[config.mk]
export PLATFORM = sky130hd
export DESIGN_NAME = cpu_writeback
export DESIGN_NICKNAME = d
export VERILOG_FILES = /design/src/rtl/cpu_writeback.sv
export SDC_FILE = /design/constraint.sdc
export NUM_CORES = 1
export LEC_CHECK = 0
export CORE_ASPECT_RATIO = 2
export CORE_UTILIZATION = 43
export DETAILED_ROUTE_END_ITERATION = 16
export GPL_TIMING_DRIVEN = 1
export PLACE_DENSITY = 0.82
export SYNTH_ARGS = -nofsm -noshare
export SYNTH_HDL_FRONTEND = slang
export SYNTH_SLANG_ARGS = --single-unit
[constraint.sdc]
create_clock -name clk -period 8.6 [get_ports clk]
set_clock_uncertainty 0.2 [all_clocks]
set_input_delay 1.29 -clock clk [delete_from_list [all_inputs] [get_ports clk]]
set_output_delay 1.29 -clock clk [all_outputs]
set_load 0.1 [all_outputs]
[src/rtl/cpu_writeback.sv]
// Write-back stage: merges ALU results with in-order load returns into the register-file write port.
// Optional performance counters are compiled in when WB_PERF_EN is defined.
module cpu_writeback #(
    parameter int LQ_DEPTH = 4,
    parameter int XLEN     = 32
) (
    input  logic            clk,
    input  logic            rst,
    input  logic            alu_valid,
    input  logic [4:0]      alu_rd,
    input  logic [XLEN-1:0] alu_data,
    output logic            alu_ready,
    input  logic            ld_issue,
    input  logic [4:0]      ld_rd,
    output logic            ld_issue_ready,
    input  logic            ld_valid,
    input  logic [XLEN-1:0] ld_data,
    output logic [4:0]      addrw,
    output logic            writeen,
    output logic [XLEN-1:0] writeint,
    output logic [31:0]     busy_mask,
`ifdef WB_PERF_EN
    output logic [31:0]     perf_alu_stall,
    output logic [31:0]     perf_ld_wb,
`endif
    output logic            ld_err
);

    localparam int PW = (LQ_DEPTH > 1) ? $clog2(LQ_DEPTH) : 1;
    localparam logic [PW:0] DEPTH_C = (PW+1)'(LQ_DEPTH);

    // Tag queue storage; every entry is visible so the busy scoreboard can see it.
    logic [4:0]          tag_reg [LQ_DEPTH];
    logic [LQ_DEPTH-1:0] vld_reg;
    logic [PW-1:0]       wr_ptr_reg;
    logic [PW-1:0]       rd_ptr_reg;
    logic [PW:0]         count_reg;

    logic        full;
    logic        empty;
    logic        push;
    logic        pop;
    logic        alu_accept;
    logic [4:0]  head_tag;
    logic [31:0] entry_hot [LQ_DEPTH];

    assign full           = (count_reg == DEPTH_C);
    assign empty          = (count_reg == '0);
    assign ld_issue_ready = !full || ld_valid;
    assign push           = ld_issue && ld_issue_ready;
    assign pop            = ld_valid && !empty;
    assign head_tag       = tag_reg[rd_ptr_reg];
    assign alu_ready      = !ld_valid && !busy_mask[alu_rd];
    assign alu_accept     = alu_valid && alu_ready;

    // One-hot decode of each live entry's destination.
    generate
        for (genvar gi = 0; gi < LQ_DEPTH; gi++) begin : g_entry_hot
            assign entry_hot[gi] = vld_reg[gi] ? (32'd1 << ld_tag_shift(tag_reg[gi])) : 32'd0;
        end
    endgenerate

    function automatic logic [4:0] ld_tag_shift(input logic [4:0] t);
        return t;
    endfunction

    // x0 is never reported busy so an ALU write to x0 can't stall.
    always_comb begin
        busy_mask = 32'd0;
        for (int i = 0; i < LQ_DEPTH; i++) begin
            busy_mask = busy_mask | entry_hot[i];
        end
        busy_mask[0] = 1'b0;
    end

    // Queue entries: a push into the slot being popped (full queue) must win.
    always_ff @(posedge clk or posedge rst) begin
        if (rst) begin
            vld_reg <= '0;
            for (int i = 0; i < LQ_DEPTH; i++) begin
                tag_reg[i] <= 5'd0;
            end
        end else begin
            if (pop) begin
                vld_reg[rd_ptr_reg] <= 1'b0;
            end
            if (push) begin
                vld_reg[wr_ptr_reg] <= 1'b1;
                tag_reg[wr_ptr_reg] <= ld_rd;
            end
        end
    end

    always_ff @(posedge clk or posedge rst) begin
        if (rst) begin
            wr_ptr_reg <= '0;
            rd_ptr_reg <= '0;
            count_reg  <= '0;
        end else begin
            if (push) begin
                wr_ptr_reg <= wr_ptr_reg + PW'(1);
            end
            if (pop) begin
                rd_ptr_reg <= rd_ptr_reg + PW'(1);
            end
            case ({push, pop})
                2'b10:   count_reg <= count_reg + (PW+1)'(1);
                2'b01:   count_reg <= count_reg - (PW+1)'(1);
                default: count_reg <= count_reg;
            endcase
        end
    end

    // Registered write port; a destination of x0 completes the handshake but never writes.
    always_ff @(posedge clk or posedge rst) begin
        if (rst) begin
            addrw    <= 5'd0;
            writeen  <= 1'b0;
            writeint <= '0;
        end else if (pop) begin
            addrw    <= head_tag;
            writeen  <= (head_tag != 5'd0);
            writeint <= ld_data;
        end else if (alu_accept) begin
            addrw    <= alu_rd;
            writeen  <= (alu_rd != 5'd0);
            writeint <= alu_data;
        end else begin
            writeen  <= 1'b0;
        end
    end

    always_ff @(posedge clk or posedge rst) begin
        if (rst) begin
            ld_err <= 1'b0;
        end else if (ld_valid && empty) begin
            ld_err <= 1'b1;
        end
    end

`ifdef WB_PERF_EN
    always_ff @(posedge clk or posedge rst) begin
        if (rst) begin
            perf_alu_stall <= 32'd0;
            perf_ld_wb     <= 32'd0;
        end else begin
            if (alu_valid && !alu_ready) begin
                perf_alu_stall <= perf_alu_stall + 32'd1;
            end
            if (pop) begin
                perf_ld_wb <= perf_ld_wb + 32'd1;
            end
        end
    end
`endif

endmodule
==> results summary <==
Before antenna repair, the detailed router went through 5 iterations. The number of flip-flops under the largest register name came out at 32. The layout filler cell count came out at 931. The proportion of register bits with asynchronous set or reset after synthesis came out at 100%.

The floorplan die width came out at 76.9 µm. The die span in y came out at 152 µm. The total number of vias came out at 4627.

The first-pass GRT wire length is 26100 µm. In this run the worst hold path is classified as reg2reg. The met1 track utilization from global routing is 28.5%. The final total negative setup slack is 0 ns. The routed via count divided by cell count came out at 5.95. The commonest cells after synthesis are sky130_fd_sc_hd__dfrtp_1 (70), sky130_fd_sc_hd__nor2_1 (58), sky130_fd_sc_hd__a21oi_1 (40). The final routed wire length divided by cell count is 21.2 µm. The level count of the clock H-tree came out at 3. The part of the cycle the worst path needs is 74.3%. The first-iteration detailed-routing DRC count is 229.

The worst max-slew margin expressed relative to the limit is 29.0%. Counting flops and latches in the post-synthesis netlist gives 70. Counting flops with a built-in enable in the synthesized netlist gives 0. Setup violations remaining at the end of the flow were counted as 0.

The count of antenna diodes in the layout is 0. In this run the remaining antenna-violating nets after routing total 0. The kind of critical path is in2out. The run finished with clean final reports. The aggregate routed wire length came out at 16500 µm. Clock-pin slew was measured on the worst setup and hold paths at 0.06 ns.

In this run the most used layer during global routing was met2. For this run, global-route usage on met2 was measured as 52.5%. The total of cells resized after clock tree synthesis is 0. Ranked by total cell area, the synthesized netlist is headed by sky130_fd_sc_hd__dfrtp_1 (36%), sky130_fd_sc_hd__mux2i_1 (8.1%), sky130_fd_sc_hd__mux2_2 (4.9%). The clock root buffer is sky130_fd_sc_hd__clkbuf_16.

The element type at the critical path start is an input pin. The total of max-cap violations came out at 0. The TritonCTS clock tree is yes. The final-report max-slew violation count came out at 0.

The data arrival time of the critical path came out at 4.90 ns. For this design, the CTS-stage hold fixing added 0 buffers. The worst setup path is captured at an output port. The met3 demand-to-capacity share in global routing is 6.01%. The number of setup buffers added after CTS came out at 0. The number of global-route vias before repair was 4857. The most common cell in the synthesized netlist is sky130_fd_sc_hd__dfrtp_1. The number of distinct standard cells referenced by the synthesized netlist came out at 70. The largest fanout on the critical path is 14.

Across every metal layer, demand over resource in global routing totals 28.9%. The peak clock frequency supported by timing is 157 MHz. The area of the placeable core came out at 0.0109 mm². For the pin with the worst max-slew slack, the measured transition is 1.06 ns.

The cell type with the largest total area after synthesis is sky130_fd_sc_hd__dfrtp_1. The number of top-level pins is 152. The final critical path time including I/O delays and setup came out at 6.39 ns. For the worst setup path, the data required time is 7.11 ns. The post-detailed-placement half-perimeter wirelength is 13100 µm. The most common flop cell mapped by yosys is sky130_fd_sc_hd__dfrtp_1. The die covers 0.0117 mm².

The number of endpoints with negative hold slack in the final report was 0. The global placement routability congestion is 0.995. The share of layout cells above drive strength 1 came out at 9.89%.

The number of antenna violations at the first check in global routing is 0. Entering global routing, the biggest net connects 76 pins. The remaining global-route overflow is 0.

The total of buffers placed on input and output ports is 150. The Yosys step of the flow raised 0 warnings. The effective utilization at floorplan is 44.1%. The post-synthesis net count came out at 596.

Clock latency on the worst-skew pair, taken at its later pin, is 0.33 ns. Summed over its instances, the top area cell type makes up 36.3% of the synthesized netlist area. The number of standard-cell rows in the floorplan is 54.

The total clock buffers created by CTS is 9. The signed area change from the synthesized netlist to the final layout came out at 36.9%. In the final design database the tool counted 721 nets. The clock sink count came out at 70. The post-synthesis sequential area ratio came out at 36.3%. Synthesis handed over a netlist of 507 instances. Setup repair after global routing left no endpoint under its margin. Dividing the synthesized area by the synthesized cell count gives 9.52 µm².

The maximum buffer depth of the clock tree is 2. The synthesized netlist occupies a cell area of 0.00483 mm². For this run, design rule violations remaining after detail routing come to 0.
[cells in the final DEF (no fill, tap or decap), types with 11 or more instances in the layout]
master and instances:
sky130_fd_sc_hd__inv_1 12, sky130_fd_sc_hd__a21oi_1 40, sky130_fd_sc_hd__nor2_1 58, sky130_fd_sc_hd__nand2b_1 12, sky130_fd_sc_hd__a22oi_1 11, sky130_fd_sc_hd__mux2_2 21, sky130_fd_sc_hd__mux2i_1 39, sky130_fd_sc_hd__nand2_1 37
sky130_fd_sc_hd__dfrtp_1 70, sky130_fd_sc_hd__clkdlybuf4s50_1 150, sky130_fd_sc_hd__o22ai_1 20
[through the flow]
step	setup WS (ns)	util, %	instance area [µm²]	hold WS [ns]	instances
floorplan	2.17	-	4830	0.264	507
global placement	2.30	57.6	6300	0.277	761
detailed placement	2.26	57.6	6300	0.276	761
CTS	2.26	60.4	6610	0.294	777
global route	2.02	60.4	6610	0.325	777
finish	2.21	60.4	6610	0.288	777
[worst max-delay path: stages]
cell	delay, ns
sky130_fd_sc_hd__clkdlybuf4s50_1	0.76
sky130_fd_sc_hd__inv_1	0.35
sky130_fd_sc_hd__or3_1	0.44
sky130_fd_sc_hd__o31a_1	0.11
sky130_fd_sc_hd__a221o_1	0.35
sky130_fd_sc_hd__and4_1	0.25
sky130_fd_sc_hd__nor3_1	0.18
sky130_fd_sc_hd__clkdlybuf4s50_1	1.17
[area by class of cell]
class / count / area, µm² / area share [%]
multi-input combinational: 384 / 2800 / 42.4
sequential: 70 / 1750 / 26.5
timing repair buffer: 153 / 1520 / 23.1
clock buffer: 9 / 225 / 3.41
tap: 140 / 175 / 2.65
clock inverter: 7 / 78.8 / 1.19
inverter: 14 / 52.6 / 0.795
[kinds of logic (layout without fill, tap and decap cells)]
kind of cell | after synthesis | after routing | share of synthesized area (%)
flip-flops | 70 | 70 | 36.3
AND/OR/NAND/NOR | 183 | 183 | 21.1
AO/OA/AOI/OAI | 119 | 119 | 17.5
XOR/XNOR | 5 | 5 | 0.907
multiplexers | 66 | 66 | 15.6
buffers and inverters | 53 | 183 | 5.78
other | 1 | 1 | 0.0777
adder cells (fa/ha/maj) | 10 | 10 | 2.75
[path summary, 6_finish.rpt]
kind / start / to / slack [ns] / depth (start not counted)
min reg2reg: ld_err$_DFFE_PP0P_ / ld_err$_DFFE_PP0P_ / 0.29 / 1
min in group asynchronous: rst / writeint[26]$_DFFE_PP0P_ / 1.33 / 3
max: alu_rd[0] / alu_ready / 2.21 / 8
max in group asynchronous: rst / tag_reg[19]$_DFFE_PP0P_ / 6.29 / 3
min: ld_err$_DFFE_PP0P_ / ld_err$_DFFE_PP0P_ / 0.29 / 1
max reg2reg: tag_reg[7]$_DFFE_PP0P_ / addrw[0]$_DFFE_PP0P_ / 4.80 / 10
[layer usage]
metal / vias up / routed length, µm / share of wire, %
met4: 0 / 1140 / 6.9
met5: - / 0 / 0
met3: 57 / 1150 / 7.0
met1: 2198 / 5570 / 34
met2: 242 / 8640 / 52
li1: 2130 / - / -
Power is not shown: default switching activity piles up to over one toggle a cycle in this logic, so the estimate is an artifact.
==> edit, RTL diff (same flow settings) <==
Register the output `ld_err` once more, with the module's reset; this adds one clock of latency there. The other outputs are not delayed to match.
--- a/src/rtl/cpu_writeback.sv
+++ b/src/rtl/cpu_writeback.sv
@@ -29,4 +29,6 @@
     localparam int PW = (LQ_DEPTH > 1) ? $clog2(LQ_DEPTH) : 1;
     localparam logic [PW:0] DEPTH_C = (PW+1)'(LQ_DEPTH);
+
+    logic ld_err_s0;
 
     // Tag queue storage; every entry is visible so the busy scoreboard can see it.
@@ -133,7 +135,7 @@
     always_ff @(posedge clk or posedge rst) begin
         if (rst) begin
-            ld_err <= 1'b0;
+            ld_err_s0 <= 1'b0;
         end else if (ld_valid && empty) begin
-            ld_err <= 1'b1;
+            ld_err_s0 <= 1'b1;
         end
     end
@@ -155,3 +157,11 @@
 `endif
 
+    always_ff @(posedge clk or posedge rst) begin
+        if (rst) begin
+            ld_err <= '0;
+        end else begin
+            ld_err <= ld_err_s0;
+        end
+    end
+
 endmodule
Check against the original RTL: not equivalent (Yosys sat finds a counterexample within 4 cycles, from zero or initial values and one cycle with rst high).
==> edit against the unedited design <==
Synthesized area rose by 6.7%. Worst hold slack got worse by 0.11 ns. Routed wire length rose by 13%. Design area rose by 4.0%. Utilization fell by 1.6 points. Sequential cell count rose by 1. Worst setup slack got worse by 0.012 ns.
==> edit: results (changes against the unedited design) <==
metric,value,unit,change
synth_common_cells,"dfrtp_1, nor2_1, nand3_1, a31oi_1, nand2_1",,"was dfrtp_1, nor2_1, a21oi_1, mux2i_1, nand2_1"
syn2layout_area_growth,33.4,%,was 36.9%
routed_wirelength,18700,um,was 16500 um
multi_input_area,3030,um2,was 2800 um2
vias,5199,,was 4627
status,completed,,unchanged
drive_gt1_share,12.2,%,was 9.89%
netlist_top_cells_area,"dfrtp_1, a31oi_1, mux2_2",,"was dfrtp_1, mux2i_1, mux2_2"
synth.distinct_cells,57,,was 70
synth_area_per_cell,9.12,um2,was 9.52 um2
min-delay-start,ld_err_s0,,was ld_err
layout.nets,763,,was 721
dp_hpwl,14600,um,was 13100 um
place_congestion,0.961,,was 0.995
comb.multi_input.count,421,,was 384
insertion_delay,0.35,ns,was 0.33 ns
r2r-start,tag_reg[18],,was tag_reg[7]
nFillCells,1005,,was 931
dpl_cell_area,6580,um2,was 6300 um2
holdPathStages,0,,was 1
cp.arrival,4.91,ns,was 4.90 ns
seq_cell_count,71,,was 70
whs,0.180,ns,was 0.288 ns
hold_end,ld_err,,unchanged
met3_usage,5.48,%,was 6.01%
drtIter0Drc,417,,was 229
ys_seq_area_share,34.5,%,was 36.3%
grt_usage,30.4,%,was 28.9%
dp.cells,808,,was 761
syn_nets,654,,was 596
wl_met3,1360,um,was 1150 um
met1Wirelength,6350,um,was 5570 um
buffer_area_share,22.3,%,was 23.1%
edit: cell types whose count changed in the layout (fill, tap and decap cells not counted), moves of 6 or more:
cell	delta
mux2i_1	-38
o22a_1	+19
a221o_1	-10
nand3_1	+34
a21bo_1	+20
a21oi_1	-38
a31oi_1	+38
a21bo_2	+14
nand4bb_1	+6
edit: report_power, final:
group / leakage, nW / internal, mW / switching (mW)
Combinational: 1.78 / 0.561 / 1.46
Clock: 0.140 / 0.207 / 0.157
Sequential: 0.815 / 0.479 / 0.217
edit: kinds of logic after synthesis:
| logic type | count (synthesis) | synth area share (%) |
|---|---|---|
| other | 1 | 0.0728 |
| flip-flops | 71 | 34.5 |
| AND/OR/NAND/NOR | 225 | 24.9 |
| buffers and inverters | 73 | 6.94 |
| AO/OA/AOI/OAI | 154 | 23.4 |
| XOR/XNOR | 5 | 0.850 |
| multiplexers | 26 | 6.75 |
| adder cells (fa/ha/maj) | 10 | 2.57 |
